==> src/rtl/if_stage_pkg.sv <==
// Shared constants, types and helpers for the instruction-fetch stage.
package if_stage_pkg;

  localparam int          INSTR_W          = 32;
  localparam logic [31:0] NOP_WORD         = 32'h0000_0000;
  localparam logic [31:0] PC_STEP          = 32'd4;
  localparam logic [31:0] PC_RESET_DEFAULT = 32'h0000_0000;
  localparam logic [15:0] STALL_MAX        = 16'hFFFF;

  // What the fetch stage does this cycle, after reset has been excluded.
  typedef enum logic [1:0] {
    FA_FETCH  = 2'd0,
    FA_STALL  = 2'd1,
    FA_HALT   = 2'd2,
    FA_BRANCH = 2'd3
  } fetch_action_e;

  // Force a byte address onto a word boundary.
  function automatic logic [31:0] align_word(input logic [31:0] addr);
    return {addr[31:2], 2'b00};
  endfunction

  // Saturating 16-bit increment.
  function automatic logic [15:0] sat_inc16(input logic [15:0] val);
    return (val == STALL_MAX) ? STALL_MAX : (val + 16'd1);
  endfunction

endpackage

==> src/rtl/if_stage_if_id_reg.sv <==
// IF/ID pipeline register: holds when not loaded, flushes to a bubble.
module if_stage_if_id_reg
  import if_stage_pkg::*;
(
  input  logic               i_clk,
  input  logic               i_rst,
  input  logic               i_flush,
  input  logic               i_load,
  input  logic [INSTR_W-1:0] i_instruction,
  input  logic [31:0]        i_pc_plus4,
  output logic [INSTR_W-1:0] o_instruction,
  output logic [31:0]        o_pc_plus4,
  output logic               o_valid
);

  logic [INSTR_W-1:0] r_instruction;
  logic [31:0]        r_pc_plus4;
  logic               r_valid;

  // Bubble on reset or flush, capture on load, otherwise hold for a stall.
  always_ff @(posedge i_clk) begin
    if (i_rst || i_flush) begin
      r_instruction <= NOP_WORD;
      r_pc_plus4    <= 32'h0000_0000;
      r_valid       <= 1'b0;
    end else if (i_load) begin
      r_instruction <= i_instruction;
      r_pc_plus4    <= i_pc_plus4;
      r_valid       <= 1'b1;
    end else begin
      r_instruction <= r_instruction;
      r_pc_plus4    <= r_pc_plus4;
      r_valid       <= r_valid;
    end
  end

  assign o_instruction = r_instruction;
  assign o_pc_plus4    = r_pc_plus4;
  assign o_valid       = r_valid;

endmodule

==> src/rtl/if_stage.sv <==
// Instruction-fetch stage: PC register, end-of-memory halt, stall counter
// and the IF/ID pipeline register.
module if_stage
  import if_stage_pkg::*;
#(
  parameter int          MEM_WORDS = 64,
  parameter logic [31:0] PC_RESET  = PC_RESET_DEFAULT
) (
  input  logic               i_clk,
  input  logic               i_rst,
  input  logic               i_stall,
  input  logic               i_branch_taken,
  input  logic [31:0]        i_branch_target,
  input  logic [INSTR_W-1:0] i_instruction,
  output logic [31:0]        o_pc,
  output logic [INSTR_W-1:0] o_if_id_instruction,
  output logic [31:0]        o_if_id_pc_plus4,
  output logic               o_if_id_valid,
  output logic               o_halted,
  output logic [15:0]        o_stall_count
);

  // Fetch limit in bytes, one bit wider than the PC so pc+4 never wraps
  // into a small, in-range value.
  localparam logic [32:0] FETCH_LIMIT = 33'(MEM_WORDS) * 33'd4;

  logic [31:0]   r_pc;
  logic          r_halted;
  logic [15:0]   r_stall_count;

  fetch_action_e w_action;
  logic [31:0]   w_pc_plus4;
  logic          w_at_end;
  logic [31:0]   w_target;
  logic          w_target_in_mem;
  logic [31:0]   w_pc_next;
  logic          w_halted_next;
  logic          w_stall_inc;
  logic          w_flush;
  logic          w_load;

  assign w_pc_plus4      = r_pc + PC_STEP;
  assign w_at_end        = (({1'b0, r_pc} + 33'd4) >= FETCH_LIMIT);
  assign w_target        = align_word(i_branch_target);
  assign w_target_in_mem = ({1'b0, w_target} < FETCH_LIMIT);

  // Resolve the per-cycle priority: branch > halted > stall > fetch.
  always_comb begin
    w_action = FA_FETCH;
    if (i_branch_taken) begin
      w_action = FA_BRANCH;
    end else if (r_halted) begin
      w_action = FA_HALT;
    end else if (i_stall) begin
      w_action = FA_STALL;
    end else begin
      w_action = FA_FETCH;
    end
  end

  // Next PC, halt flag and IF/ID controls for the chosen action.
  always_comb begin
    w_pc_next     = r_pc;
    w_halted_next = r_halted;
    w_flush       = 1'b0;
    w_load        = 1'b0;
    w_stall_inc   = 1'b0;
    case (w_action)
      FA_BRANCH: begin
        w_pc_next     = w_target;
        w_halted_next = w_target_in_mem ? 1'b0 : r_halted;
        w_flush       = 1'b1;
        w_stall_inc   = i_stall;
      end
      FA_HALT: begin
        w_flush = 1'b1;
      end
      FA_STALL: begin
        w_stall_inc = 1'b1;
      end
      FA_FETCH: begin
        w_load = 1'b1;
        if (w_at_end) begin
          w_pc_next     = r_pc;
          w_halted_next = 1'b1;
        end else begin
          w_pc_next     = w_pc_plus4;
          w_halted_next = r_halted;
        end
      end
      default: begin
        w_flush = 1'b1;
      end
    endcase
  end

  // PC, sticky halt flag and saturating stall counter.
  always_ff @(posedge i_clk) begin
    if (i_rst) begin
      r_pc          <= PC_RESET;
      r_halted      <= 1'b0;
      r_stall_count <= 16'h0000;
    end else begin
      r_pc          <= w_pc_next;
      r_halted      <= w_halted_next;
      r_stall_count <= w_stall_inc ? sat_inc16(r_stall_count) : r_stall_count;
    end
  end

  if_stage_if_id_reg u_if_id_reg (
    .i_clk         (i_clk),
    .i_rst         (i_rst),
    .i_flush       (w_flush),
    .i_load        (w_load),
    .i_instruction (i_instruction),
    .i_pc_plus4    (w_pc_plus4),
    .o_instruction (o_if_id_instruction),
    .o_pc_plus4    (o_if_id_pc_plus4),
    .o_valid       (o_if_id_valid)
  );

  assign o_pc          = r_pc;
  assign o_halted      = r_halted;
  assign o_stall_count = r_stall_count;

endmodule

==> config.mk <==
export PLATFORM = sky130hd
export DESIGN_NAME = if_stage
export DESIGN_NICKNAME = d
export VERILOG_FILES = /design/src/rtl/if_stage_pkg.sv /design/src/rtl/if_stage_if_id_reg.sv /design/src/rtl/if_stage.sv
export SDC_FILE = /design/constraint.sdc
export NUM_CORES = 1
export LEC_CHECK = 0
export CORE_MARGIN = 5
export CORE_UTILIZATION = 38
export CTS_CLUSTER_SIZE = 40
export DETAILED_ROUTE_END_ITERATION = 6
export GPL_TIMING_DRIVEN = 0
export HOLD_SLACK_MARGIN = 0.1
export PLACE_DENSITY = 0.73
export SLEW_MARGIN = 0
export SYNTH_ARGS = -nofsm -noshare
export SYNTH_HDL_FRONTEND = slang
export SYNTH_HIERARCHICAL = 1
export SYNTH_SLANG_ARGS = --single-unit
==> constraint.sdc <==
create_clock -name i_clk -period 6.11 [get_ports i_clk]
set_input_delay 1.222 -clock i_clk [delete_from_list [all_inputs] [get_ports i_clk]]
set_output_delay 1.222 -clock i_clk [all_outputs]
set_load 0.01 [all_outputs]
Yosys cells after proc, flatten, opt, wreduce, memory -nomap -nowiden
Cells that the tools add are included.
{"block": "op_classes", "order_cmp": 2, "add_sub_neg": 3, "eq_ne": 7, "n_reduce_logical": 6, "n_mux": 12}
{"cell": "case mux 32 bit (2 select lines)", "count": 1}
{"cell": "adder 32 x 3 -> 33 bit (second input constant)", "count": 1}
{"cell": ">= comparator 33 x 9 -> 1 bit (second input constant)", "count": 1}
{"cell": "adder 32 x 3 -> 32 bit (second input constant)", "count": 1}
{"cell": "< comparator 32 x 9 -> 1 bit (second input constant)", "count": 1}
{"cell": "two-way mux 32 bit", "count": 1}
{"cell": "adder 16 x 1 -> 16 bit (second input constant)", "count": 1}
{"cell": "equality test 16 bit (second input constant)", "count": 1}
{"cell": "two-way mux 16 bit", "count": 1}
{"cell": "!= test 2 bit (second input constant)", "count": 3}
{"cell": "two-way mux 1 bit", "count": 5}
{"cell": "equality test 2 bit (second input constant)", "count": 2}
{"cell": "two-way mux 2 bit", "count": 2}
{"cell": "case mux 1 bit (2 select lines)", "count": 2}
{"cell": "AND reduction 3 bit", "count": 1}
{"cell": "equality test 2 x 1 -> 1 bit (second input constant)", "count": 1}
{"cell": "logical NOT 2 bit", "count": 1}
{"cell": "AND reduction 2 bit", "count": 1}
{"cell": "nonzero test 2 bit", "count": 1}
{"cell": "OR reduction 2 bit", "count": 1}
{"cell": "logical OR 1 bit", "count": 1}
{"block": "word_totals", "register_bits": 114, "in_bits": 68, "elab_cells": 36, "out_inout_bits": 114}

Longest topological paths before layout
{"block": "logic_depth", "word_depth": 7, "mapped_depth": 11, "mapped_depth_nobuf": 10}

Hierarchy
The synthesis kept the hierarchy.
{"mod": "if_stage", "n_inst": 1, "cells_per_inst": 430, "area_per_inst_um2": 3402.0, "seq_area_each_um2": 940.9}
{"mod": "if_stage_if_id_reg", "n_inst": 1, "cells_per_inst": 210, "area_per_inst_um2": 2339.7, "seq_area_each_um2": 1301.2}

Worst setup path after synthesis
No wires, ideal clock.
{"block": "synth_timing", "path_type": "input -> register", "startpoint": "input port i_stall", "endpoint": "register r_pc[11], in the netlist o_pc[11]", "arrival_time_ps": 3116, "path_slack_ps": 2873, "n_path_buf": 2, "t_required_ps": 5989, "setup_ps": 121, "stages": 10, "cell_sequence": "nor2b_1 > or2_2 > inv_1 > ha_1 > clkbuf_1 > o211ai_1 > nor4_2 > a31oi_1 > buf_6 > mux2_4"}
{"block": "synth_via", "elab_chain_len": 6, "word_cells_on_any_way": 9, "cone_classes": "eq/ne: 2; mux: 4; reduce/logical: 3"}
{"item": "start, declared", "line_no": "if_stage.sv:11", "rtl": "input logic i_stall,"}
{"item": "two-way mux 1 bit *", "line_no": "if_stage.sv:54", "rtl": "end else if (i_stall) begin"}
{"item": "two-way mux 2 bit *", "line_no": "if_stage.sv:52", "rtl": "end else if (r_halted) begin"}
{"item": "two-way mux 2 bit *", "line_no": "if_stage.sv:50", "rtl": "if (i_branch_taken) begin"}
{"item": "equality test 2 bit / logical NOT 2 bit (equally long branches)", "line_no": "if_stage.sv:68", "rtl": "case (w_action)"}
{"item": "nonzero test 2 bit (no source line) / != test 2 bit (equally long branches)"}
{"item": "AND reduction 2 bit (no source line)"}
{"item": "end signal, assigned", "line_no": "if_stage.sv:104", "rtl": "r_pc <= w_pc_next;"}
{"item": "end, declared", "line_no": "if_stage.sv:27", "rtl": "logic [31:0] r_pc;"}
Every way passes the cells marked *; elsewhere a longest branch is shown, timed or not.
A chain may end at the register's enable or synchronous reset.

Final worst setup path
{"block": "layout_timing", "startpoint": "input port i_stall", "endpoint": "register r_pc[16], in the netlist o_pc[16]"}
The elaborated chain is that of the path after synthesis.

==> impl_metrics.json <==
{
  "final_common_cell": "clkdlybuf4s50_1",
  "vias": 5231,
  "hold_violations": 0,
  "hpwl_microns": 13200,
  "dpl_cell_area_sq_mm": 0.00776,
  "routed_wl_microns": 17300,
  "path_depth": 11,
  "path_clk_slew_ns": 0.08,
  "fillers": 1404,
  "antenna_found_initial": 0,
  "crit_family": "buffers and inverters",
  "comb_power_share_pct": 18.1,
  "hold_end": "u_if_id_reg/o_valid$_SDFFE_PP0P_",
  "fin_worst_skew_ns": 0.0103,
  "syn_to_final_growth_pct": 40.3,
  "cts_sinks": 112,
  "boundaryPins": 182,
  "cp_max_fo": 10,
  "row_count": 45,
  "worstMarginPinSlew_ns": 0.662,
  "crit_required_ns": 6.36,
  "avgSynthCellArea_sq_um": 8.97,
  "vdd_drop_max_mv": 0.124,
  "clk_path_buf_depth": 2,
  "hold_depth": 2,
  "cp_cell_sequence": "clkdlybuf4s50_1, nor2b_1, or2_2, inv_1, ha_1, clkbuf_1, clkbuf_1, clkbuf_1, nand2_1, o211ai_1, mux2i_1",
  "fmax_ghz": 0.267,
  "path_common_cell": "clkbuf_1",
  "fin_nets": 904,
  "worstHoldPathType": "flip-flop to flip-flop",
  "timing.final.crit_share_pct": 61.3,
  "drt_pre_antenna_iters": 5,
  "post-place-ws_ns": 2.01,
  "die_area_sq_mm": 0.0177,
  "cp-start-kind": "primary input",
  "clock_latency_ns": 0.36,
  "mostFrequentLayoutCells": "clkdlybuf4s50_1, nor2_1, dfxtp_1, mux2i_1, nand2_1",
  "cp_slowest_stage_delay_ns": 0.50,
  "arrival_ns": 3.99,
  "endpoint_kind": "flip-flop",
  "fin_crit_ns": 3.75,
  "reg2reg_slack_ns": 2.99,
  "io_buffers": 177,
  "seqPwrFrac_pct": 46.2,
  "drive_above_1_share_pct": 7.78,
  "ys_seq_area_share_pct": 39.0,
  "holdBufCountCts": 0,
  "synthCells": 640,
  "ys_seq_elements": 112,
  "intPower_w": 0.00123,
  "h-tree-depth": 3,
  "grt_max_degree": 19,
  "drc": 0,
  "cts_tree": "built",
  "cp_num_buf_inv": 5,
  "p_clk_share_pct": 35.7,
  "fp.dieH_microns": 133,
  "ys_types": 58,
  "tns_ns": 0,
  "startpoint": "i_stall",
  "p_sw_share_pct": 26.9,
  "gp_congestion": 0.919,
  "start_util_pct": 38.2,
  "grt.total_usage_pct": 19.3,
  "p_sw_w": 0.000453,
  "critPathSlowestCell": "clkbuf_1",
  "grt_pass1_vias": 4946,
  "path_class": "primary input to flip-flop",
  "cts_root_buf": "clkbuf_16",
  "final-setup-viol-count": 0,
  "gr-total-overflow": 0,
  "syn_area_sq_mm": 0.00574,
  "slew_headroom_pct": 55.9,
  "grt_pass1_wl_microns": 27200,
  "setup_slack_ns": 2.36,
  "drtAntennaViolNets": 0,
  "finalMaxSlewViolations": 0,
  "rr_startpoint": "o_pc[11]$_SDFFE_PP0P_",
  "drt_iter0_markers": 302,
  "power.density_mw_per_mm2": 209,
  "core-area_sq_mm": 0.0150,
  "worst-r2r-cell-count": 9,
  "via_per_inst": 5.11,
  "rr_endpoint": "o_pc[9]$_SDFFE_PP0P_",
  "p_leak_nw": 2.96,
  "maxCapViolations": 0,
  "stdcell_area_sq_mm": 0.00805,
  "status": "complete, no violations",
  "die_w_microns": 133,
  "post_cts_buffers": 0,
  "yosys_warnings": 6,
  "wire_per_inst_microns": 16.9,
  "cts_made_buffers": 9,
  "holdCritStartpoint": "u_if_id_reg/o_valid$_SDFFE_PP0P_",
  "diodes": 0,
  "postCtsResizedCells": 0,
  "rsz0062_at_grt": "false"
}
cell families (layout without fill, tap and decap cells):
kind of cell             count (synthesis)  after routing  share of synthesized area, %
AO/OA/AOI/OAI                           46             46                          5.69
XOR/XNOR                                41             41                          6.25
adder cells (fa/ha/maj)                  5              5                          1.09
buffers and inverters                   61            253                          6.58
flip-flops                             112            112                          39.0
multiplexers                            99             99                          17.7
other                                    1              4                        0.0653
AND/OR/NAND/NOR                        275            275                          23.6
registers in the layout, summed over array words and instances, names as in the netlist:
name	count
u_if_id_reg/o_pc_plus4	32
o_stall_count	16
o_halted	1
u_if_id_reg/o_valid	1
o_pc	30
u_if_id_reg/o_instruction	32
power groups by stage:
| stage | clock network, W | registers [W] | logic [W] |
|---|---|---|---|
| floorplan | 0 | 0.000800 | 0.000160 |
| detailed placement | 0 | 0.000795 | 0.000303 |
| CTS | 0.000619 | 0.000778 | 0.000305 |
| global placement | 0 | 0.000795 | 0.000302 |
| global route | 0.000646 | 0.000783 | 0.000329 |
| finish | 0.000601 | 0.000779 | 0.000306 |
per-layer routing:
metal	global-route usage (%)	part of all wire, %
met5	0	0
met4	6.00	2.2
met3	4.68	7.6
met2	30.6	45
met1	25.8	45
cell usage after synthesis, drive strengths merged:
library cell  number  area, sq um
nor2             113          424
dfxtp            112         2240
mux2i             93          931
nand2             50          188
xnor2             26          228
buf               24          238
clkbuf            24         91.3
nand3             22          110
nand4             15          115
xor2              15          131
nor3              14         70.1
nor4              14          119
a21oi             13         65.1
inv               13         48.8
o211ai            11         82.6
or3               11         68.8
or2                8         50.1
and3               7         43.8
and4               6         52.6
mux2               6         86.3
o21ai              6         33.8
ha                 5         62.6
nor2b              5         31.3
a31oi              3         18.8
and3b              2         17.5
nand3b             2         15.0
o32ai              2         32.5
or4                2         18.8
a211oi             1         7.51
a21bo              1         10.0
a21boi             1         7.51
a221oi             1         8.76
a311oi             1         8.76
and2               1         6.26
and2b              1         7.51
conb               1         3.75
nand2b             1         6.26
nor4b              1         8.76
o211a              1         10.0
o21a               1         7.51
o221a              1         11.3
o221ai             1         8.76
o22ai              1         6.26
o31ai              1         7.51
worst min-delay path: stages, from the launching register on:
cell and delay (ns):
dfxtp_1 0.32, nor2_1 0.08, nor2_1 0.04
through the flow:
stage	utilization [%]	cells	hold WS [ns]	power, W
after floorplan	-	643	0.489	0.000960
after global placement	51.6	1008	0.447	0.00110
after detailed placement	51.6	1008	0.471	0.00110
after CTS	53.6	1023	0.485	0.00170
after global routing	53.6	1023	0.522	0.00176
final	53.6	1023	0.479	0.00169
cell type report:
cell class,count,area [sq um],area share [%]
inverter,13,48.8,0.606
sequential,112,2240,27.8
clock inverter,5,65.1,0.808
buffer,48,329,4.09
tap,188,235,2.92
multi-input combinational,470,3130,38.9
clock buffer,10,229,2.84
timing repair buffer,177,1770,22.0
worst max path at each step:
stage                                  to  slack, ns
finish              o_pc[16]$_SDFFE_PP0P_       2.36
global route        o_pc[15]$_SDFFE_PP0P_       2.25
CTS                 o_pc[13]$_SDFFE_PP0P_       2.40
detailed placement  o_pc[13]$_SDFFE_PP0P_       2.01
global placement    o_pc[13]$_SDFFE_PP0P_       2.02
floorplan           o_pc[11]$_SDFFE_PP0P_       2.87
Note: power is estimated with default switching activity, not from simulation.
